==> src/rtl/lsu_pkg.sv <==
// Shared types and constants for the load/store unit.
package lsu_pkg;

    localparam int unsigned XLEN   = 64;
    localparam int unsigned ADDR_W = 12;

    // Access size encoding, shared by funct3[1:0] and the dmem word port
    localparam logic [1:0] SZ_B = 2'b00;
    localparam logic [1:0] SZ_H = 2'b01;
    localparam logic [1:0] SZ_W = 2'b10;
    localparam logic [1:0] SZ_D = 2'b11;

    localparam int unsigned F3_SIZE_LO  = 0;
    localparam int unsigned F3_SIZE_HI  = 1;
    localparam int unsigned F3_UNSIGNED = 2;

    // Legacy-compatible FSM encoding
    localparam logic [1:0] IDLE   = 2'd0;
    localparam logic [1:0] ACCESS = 2'd1;
    localparam logic [1:0] RESP   = 2'd2;

    typedef struct packed {
        logic            we;
        logic [2:0]      funct3;
        logic [XLEN-1:0] addr;
        logic [XLEN-1:0] wdata;
    } lsu_req_t;

    // True when the low address bits break natural alignment for the size
    function automatic logic misaligned(input logic [1:0] size, input logic [2:0] addr_lo);
        case (size)
            SZ_H:    return addr_lo[0];
            SZ_W:    return |addr_lo[1:0];
            SZ_D:    return |addr_lo;
            default: return 1'b0;
        endcase
    endfunction

endpackage

==> src/rtl/lsu_if.sv <==
// Request/response handshake bundle between the memory stage and the LSU.
interface lsu_if;
    import lsu_pkg::*;

    logic            req_valid;
    logic            req_ready;
    logic            req_we;
    logic [2:0]      req_funct3;
    logic [XLEN-1:0] req_addr;
    logic [XLEN-1:0] req_wdata;
    logic            resp_valid;
    logic            resp_ready;
    logic [XLEN-1:0] resp_rdata;
    logic            resp_err;

    modport master (
        output req_valid, req_we, req_funct3, req_addr, req_wdata, resp_ready,
        input  req_ready, resp_valid, resp_rdata, resp_err
    );

    modport slave (
        input  req_valid, req_we, req_funct3, req_addr, req_wdata, resp_ready,
        output req_ready, resp_valid, resp_rdata, resp_err
    );

endinterface

==> src/rtl/lsu_load_ext.sv <==
// Sign/zero extension of raw little-endian load data according to funct3.
module lsu_load_ext
    import lsu_pkg::*;
(
    input  logic [XLEN-1:0] raw,
    input  logic [2:0]      funct3,
    output logic [XLEN-1:0] ext_c
);

    logic fill_b, fill_h, fill_w;

    assign fill_b = ~funct3[F3_UNSIGNED] & raw[7];
    assign fill_h = ~funct3[F3_UNSIGNED] & raw[15];
    assign fill_w = ~funct3[F3_UNSIGNED] & raw[31];

    // Doubleword (and the 111 encoding) pass through untouched
    always_comb begin
        ext_c = raw;
        case (funct3[F3_SIZE_HI:F3_SIZE_LO])
            SZ_B:    ext_c = {{(XLEN-8){fill_b}},  raw[7:0]};
            SZ_H:    ext_c = {{(XLEN-16){fill_h}}, raw[15:0]};
            SZ_W:    ext_c = {{(XLEN-32){fill_w}}, raw[31:0]};
            default: ext_c = raw;
        endcase
    end

endmodule

==> src/rtl/lsu_ctrl.sv <==
// Single-outstanding load/store unit driving dmem: IDLE -> ACCESS -> RESP.
// Optional LSU_ALIGN_CHECK_EN: misaligned accesses are suppressed and reported via resp_err.
module lsu_ctrl
    import lsu_pkg::*;
(
    input  logic              clk,
    input  logic              rst,
    lsu_if.slave              bus,
    output logic [ADDR_W-1:0] mem_addr,
    output logic [XLEN-1:0]   mem_dataw,
    output logic [1:0]        mem_word,
    output logic              mem_rw,
    input  logic [XLEN-1:0]   mem_datar
);

    logic [1:0]        state, state_nxt;
    logic              req_ready_q, req_ready_nxt;
    logic              resp_valid_q, resp_valid_nxt;
    logic [XLEN-1:0]   resp_rdata_q, resp_rdata_nxt;
    logic              resp_err_q, resp_err_nxt;
    logic [ADDR_W-1:0] mem_addr_nxt;
    logic [XLEN-1:0]   mem_dataw_nxt;
    logic [1:0]        mem_word_nxt;
    logic              mem_rw_nxt;
    logic              we_q, we_nxt;
    logic [2:0]        funct3_q, funct3_nxt;
    logic              fault_q, fault_nxt;

    lsu_req_t          req_c;
    logic              accept;
    logic              fault_c;
    logic [XLEN-1:0]   ext_c;
    logic              unused_addr_hi;

    assign req_c = '{we: bus.req_we, funct3: bus.req_funct3,
                     addr: bus.req_addr, wdata: bus.req_wdata};
    assign accept = bus.req_valid & req_ready_q;
    // dmem only sees the low ADDR_W bits; the rest are dropped by design
    assign unused_addr_hi = ^req_c.addr[XLEN-1:ADDR_W];

`ifdef LSU_ALIGN_CHECK_EN
    assign fault_c = misaligned(req_c.funct3[F3_SIZE_HI:F3_SIZE_LO], req_c.addr[2:0]);
`else
    assign fault_c = 1'b0;
`endif

    lsu_load_ext u_load_ext (
        .raw    (mem_datar),
        .funct3 (funct3_q),
        .ext_c  (ext_c)
    );

    // State and registered outputs
    always_ff @(posedge clk or posedge rst) begin
        if (rst) begin
            state        <= IDLE;
            req_ready_q  <= 1'b1;
            resp_valid_q <= 1'b0;
            resp_rdata_q <= '0;
            resp_err_q   <= 1'b0;
            mem_addr     <= '0;
            mem_dataw    <= '0;
            mem_word     <= '0;
            mem_rw       <= 1'b0;
            we_q         <= 1'b0;
            funct3_q     <= '0;
            fault_q      <= 1'b0;
        end else begin
            state        <= state_nxt;
            req_ready_q  <= req_ready_nxt;
            resp_valid_q <= resp_valid_nxt;
            resp_rdata_q <= resp_rdata_nxt;
            resp_err_q   <= resp_err_nxt;
            mem_addr     <= mem_addr_nxt;
            mem_dataw    <= mem_dataw_nxt;
            mem_word     <= mem_word_nxt;
            mem_rw       <= mem_rw_nxt;
            we_q         <= we_nxt;
            funct3_q     <= funct3_nxt;
            fault_q      <= fault_nxt;
        end
    end

    // Next state and next values of the registered outputs
    always_comb begin
        state_nxt      = state;
        req_ready_nxt  = req_ready_q;
        resp_valid_nxt = resp_valid_q;
        resp_rdata_nxt = resp_rdata_q;
        resp_err_nxt   = resp_err_q;
        mem_addr_nxt   = mem_addr;
        mem_dataw_nxt  = mem_dataw;
        mem_word_nxt   = mem_word;
        mem_rw_nxt     = 1'b0;
        we_nxt         = we_q;
        funct3_nxt     = funct3_q;
        fault_nxt      = fault_q;
        case (state)
            IDLE: begin
                if (accept) begin
                    state_nxt     = ACCESS;
                    req_ready_nxt = 1'b0;
                    mem_addr_nxt  = req_c.addr[ADDR_W-1:0];
                    mem_dataw_nxt = req_c.wdata;
                    mem_word_nxt  = req_c.funct3[F3_SIZE_HI:F3_SIZE_LO];
                    mem_rw_nxt    = req_c.we & ~fault_c;
                    we_nxt        = req_c.we;
                    funct3_nxt    = req_c.funct3;
                    fault_nxt     = fault_c;
                end
            end
            ACCESS: begin
                // Read data is captured at the same edge that commits a store
                state_nxt      = RESP;
                resp_valid_nxt = 1'b1;
                resp_err_nxt   = fault_q;
                resp_rdata_nxt = (we_q | fault_q) ? '0 : ext_c;
            end
            RESP: begin
                if (bus.resp_ready) begin
                    state_nxt      = IDLE;
                    resp_valid_nxt = 1'b0;
                    req_ready_nxt  = 1'b1;
                end
            end
            default: begin
                state_nxt = IDLE;
            end
        endcase
    end

    assign bus.req_ready  = req_ready_q;
    assign bus.resp_valid = resp_valid_q;
    assign bus.resp_rdata = resp_rdata_q;
    assign bus.resp_err   = resp_err_q;

endmodule
==> src/flat_wrapper.sv <==
// flat-port wrapper written by rule: the top's interface ports become plain ports
module lsu_ctrl_flat import lsu_pkg::*;
  (clk, rst, mem_addr, mem_dataw, mem_word, mem_rw, mem_datar, bus_req_valid, bus_req_we, bus_req_funct3, bus_req_addr, bus_req_wdata, bus_resp_ready, bus_req_ready, bus_resp_valid, bus_resp_rdata, bus_resp_err);
  lsu_if bus_i ();
  input  logic clk;
  input  logic rst;
  output logic [ADDR_W-1:0] mem_addr;
  output logic [XLEN-1:0] mem_dataw;
  output logic [1:0] mem_word;
  output logic mem_rw;
  input  logic [XLEN-1:0] mem_datar;
  input wire logic [$bits(bus_i.req_valid)-1:0] bus_req_valid;
  input wire logic [$bits(bus_i.req_we)-1:0] bus_req_we;
  input wire logic [$bits(bus_i.req_funct3)-1:0] bus_req_funct3;
  input wire logic [$bits(bus_i.req_addr)-1:0] bus_req_addr;
  input wire logic [$bits(bus_i.req_wdata)-1:0] bus_req_wdata;
  input wire logic [$bits(bus_i.resp_ready)-1:0] bus_resp_ready;
  output wire logic [$bits(bus_i.req_ready)-1:0] bus_req_ready;
  output wire logic [$bits(bus_i.resp_valid)-1:0] bus_resp_valid;
  output wire logic [$bits(bus_i.resp_rdata)-1:0] bus_resp_rdata;
  output wire logic [$bits(bus_i.resp_err)-1:0] bus_resp_err;
  assign bus_i.req_valid = bus_req_valid;
  assign bus_i.req_we = bus_req_we;
  assign bus_i.req_funct3 = bus_req_funct3;
  assign bus_i.req_addr = bus_req_addr;
  assign bus_i.req_wdata = bus_req_wdata;
  assign bus_i.resp_ready = bus_resp_ready;
  assign bus_req_ready = bus_i.req_ready;
  assign bus_resp_valid = bus_i.resp_valid;
  assign bus_resp_rdata = bus_i.resp_rdata;
  assign bus_resp_err = bus_i.resp_err;
  lsu_ctrl u_core (.clk(clk), .rst(rst), .bus(bus_i), .mem_addr(mem_addr), .mem_dataw(mem_dataw), .mem_word(mem_word), .mem_rw(mem_rw), .mem_datar(mem_datar));
endmodule
==> config.mk <==
export PLATFORM = sky130hd
export DESIGN_NAME = lsu_ctrl_flat
export DESIGN_NICKNAME = d
export VERILOG_FILES = /design/src/rtl/lsu_pkg.sv /design/src/rtl/lsu_if.sv /design/src/rtl/lsu_load_ext.sv /design/src/rtl/lsu_ctrl.sv /design/src/flat_wrapper.sv
export SDC_FILE = /design/constraint.sdc
export NUM_CORES = 1
export LEC_CHECK = 0
export ABC_AREA = 0
export BUFFER_PORTS_ARGS = -buffer_cell sky130_fd_sc_hd__buf_2
export CELL_PAD_IN_SITES_DETAIL_PLACEMENT = 0
export CELL_PAD_IN_SITES_GLOBAL_PLACEMENT = 2
export CORE_UTILIZATION = 28
export CTS_BUF_LIST = sky130_fd_sc_hd__clkbuf_16
export CTS_CLUSTER_DIAMETER = 30
export CTS_CLUSTER_SIZE = 10
export DETAILED_ROUTE_END_ITERATION = 8
export HOLD_SLACK_MARGIN = 0.02
export PLACE_DENSITY = 0.78
export SYNTH_ARGS = -nofsm -noshare
export SYNTH_HDL_FRONTEND = slang
export SYNTH_HIERARCHICAL = 1
export SYNTH_SLANG_ARGS = --single-unit
==> constraint.sdc <==
create_clock -name clk -period 5.3 [get_ports clk]
set_input_delay 0 -clock clk [delete_from_list [all_inputs] [get_ports clk]]
set_output_delay 0 -clock clk [all_outputs]
set_load 0.02 [all_outputs]
==> results.tsv <==
stage	metric	value	unit
logic_synthesis	synth_compound_area_share	9.89	%
cells_and_area	syn2layout_area_growth	49.2	%
logic_synthesis	synth_cell_types	28	
global_routing	grt_pass1_vias	6102	
cts	cts_setup_buffers	0	
status	status	complete, no violations	
global_routing	grt.total_usage	16.5	%
die	start_util	28.4	%
cts	clkLatencyLatePin	430	ps
sta	final.setup.tns	0	ps
cts	cts_buffers	17	
drt	drt_wl_total	21300	um
global_routing	grt_max_degree	129	
logic_synthesis	synthMuxAreaShare	16.9	%
placement	routabilityCongestion	0.755	
cells_and_area	layout.nets	1217	
sta	worst_pin_slew	1180	ps
sta	rsz0062_at_grt	false	
logic_synthesis	synthSimpleGateAreaFrac	13.7	%
pwr	power_density	557	nW/um2
drt	drc	0	
die	fp.dieW	162	um
drt	ant_nets	0	
setup_path	endpoint_kind	register	
cts	postCtsHoldBufs	147	
logic_synthesis	ys_seq_area_share	52.3	%
cts	clkSinkCount	149	
pwr	p_leak	0.00516	uW
logic_synthesis	synthAdderAreaFrac	0	%
logic_synthesis	syn_area	7140	um2
placement	portBuffers	292	
logic_synthesis	avgSynthCellArea	11.5	um2
drt	first_pass_iters	4	
job	max_cap_viol_count	0	
setup_path	critPathRequiredTime	5620	ps
sta	min_period	2940	ps
logic_synthesis	ys_warn_count	6	
global_routing	grt_pass1_wl	33600	um
setup_path	startpoint_type	register	
sta	fin_crit_sh	55.5	%
global_routing	antenna_found_initial	1	
worst_hold_path	hp-class	primary input to async pin	
drt	drt_iter0_markers	286	
cells_and_area	drive_gt1_share	40.9	%
die	num_rows	58	
cts	post_cts_resize_count	0	
die	die_area	26100	um2
drt	routed_via_density	4.32	
cts	htreeDepth	4	
sta	worst_clock_skew	11.0	ps
sta	max_freq	340	MHz
die	core	25100	um2
sta	slew_headroom	21.1	%
setup_path	crit_arrival	3270	ps
setup_path	crit_type	register to register	
sta	hold_viol	0	
cells_and_area	num_antenna_cells	0	
die	die_height	162	um
cts	ctsRootBufferMaster	clkbuf_16	
drt	wl_per_cell	15.7	um
setup_path	r2r_cells	4	
cts	clockBufferDepth	2	
drt	num_vias	5875	
logic_synthesis	syn_nets	820	
logic_synthesis	synthCells	620	
sta	setup_viol	0	
pwr	power	5930	uW
logic_synthesis	synth_seq_cells	149	
cts	path_clk_slew	70	ps
pwr	ir_worst_vdd	0.238	mV
cts	cts_tree	yes	
global_routing	overflow	0	
logic_synthesis	synth-xor-area-share	0	%
placement	dp_hpwl	13000	um
setup_path	critPathMaxFanout	61	
die	ioPinCount	346	
sta	report.final.slew_viol_count	0	
logic_synthesis	synth_top_family_by_area	multiplexers	
==> critical path, cell delays in order, from the launching register on <==
cell and delay (ps):
dfrtp_2 1140, nand4bb_2 1010, o211ai_1 400, nand2b_1 80, o21ai_0 170
==> cells in the mapped netlist, drive strengths merged <==
cell / instances / share of area [%]
a21oi: 4 / 0.28
and2: 1 / 0.088
buf: 43 / 5.8
clkbuf: 24 / 1.3
conb: 1 / 0.053
dfrtp: 148 / 52
dfstp: 1 / 0.37
inv: 3 / 0.16
mux2: 80 / 17
mux2i: 1 / 0.14
nand2: 90 / 4.7
nand2b: 66 / 5.9
nand3: 32 / 2.2
nand4bb: 1 / 0.16
nor2: 1 / 0.053
nor3b: 1 / 0.26
o211ai: 32 / 3.4
o21ai: 89 / 6.2
or2: 1 / 0.088
or4b: 1 / 0.19
==> routing by layer <==
| metal | global-route usage [%] | vias up | part of all wire (%) |
|---|---|---|---|
| li1 | - | 2892 | - |
| met1 | 20.2 | 2780 | 44 |
| met2 | 28.6 | 181 | 49 |
| met3 | 4.24 | 20 | 5.6 |
| met4 | 4.59 | 2 | 1.3 |
| met5 | 0 | - | 0.080 |
==> registers in the layout, summed over array words and instances (netlist names) <==
register	count
u_core/mem_rw	1
u_core/mem_word	1
u_core/bus.resp_valid	1
u_core/mem_dataw	64
u_core/funct3_q	2
u_core/state	2
u_core/mem_addr	12
u_core/we_q	1
u_core/bus.req_ready	1
u_core/bus.resp_rdata	64
==> cell usage in the layout (no fill, tap or decap) <==
cell / n
or4b_4: 1
clkinvlp_4: 1
inv_6: 4
o21ai_0: 83
mux2_4: 78
dfstp_2: 1
inv_8: 4
mux2_2: 2
nor2_1: 1
bufinv_16: 1
dlygate4sd3_1: 147
nand4bb_2: 1
nand3_1: 32
conb_1: 1
dfrtp_2: 3
buf_2: 292
o21ai_1: 6
inv_1: 2
clkinv_8: 1
mux2i_4: 1
clkinv_1: 1
clkinv_4: 4
dfrtp_1: 145
nand2b_4: 2
buf_4: 6
or2_2: 1
o211ai_1: 32
nand2b_1: 64
nand2_1: 90
and2_1: 1
a21oi_1: 4
clkbuf_16: 17
nor3b_4: 1
==> where the power goes <==
part           internal (uW)  total, uW  switching (uW)  leakage [uW]
registers               1670       2120             450       0.00180
logic                   1140       2600            1460       0.00307
clock network            669       1210             543      0.000286
==> metrics by stage <==
| step | hold slack, ps | setup slack (ps) | utilization (%) | instances | cell area, um2 |
|---|---|---|---|---|---|
| 5_1_grt | 203 | 2050 | 42.4 | 1360 | 10600 |
| 6_report | 172 | 2360 | 42.4 | 1360 | 10600 |
| 2_1_floorplan | 107 | 1290 | - | 620 | 7140 |
| 4_1_cts | 176 | 2340 | 42.4 | 1360 | 10600 |
| 3_5_place_dp | 92.5 | 2340 | 34.2 | 1181 | 8590 |
| 3_3_place_gp | 94.0 | 2380 | 34.2 | 1181 | 8590 |
==> cell type report <==
type / count / area [um2]
multi-input cells: 401 / 2920
flip-flops and latches: 149 / 3730
clock buffers: 17 / 425
well taps: 330 / 413
fillers: 2439 / 14500
clock inverters: 15 / 164
repair buffers: 445 / 2980
inverters: 3 / 16.3
==> path summary, 6_finish.rpt <==
check	slack [ps]	start	end
setup / recovery	2360	u_core/funct3_q[1]	u_core/bus.resp_rdata[42]
hold / removal	170	rst	u_core/mem_addr[5]
setup reg to reg	2360	u_core/funct3_q[1]	u_core/bus.resp_rdata[42]
hold reg to reg	470	u_core/bus.resp_rdata[13]	u_core/bus.resp_rdata[13]
max in group asynchronous	3950	rst	u_core/we_q
min in group clk	340	bus_req_wdata[38]	u_core/mem_dataw[38]
==> cell families (layout without fill, tap and decap cells) <==
group,count (synthesis),after routing
mux,81,81
compound gates,125,125
simple gates,194,194
buf+inv,70,480
flops,149,149
other cells,1,1
Power figures use the tool's default switching activity.
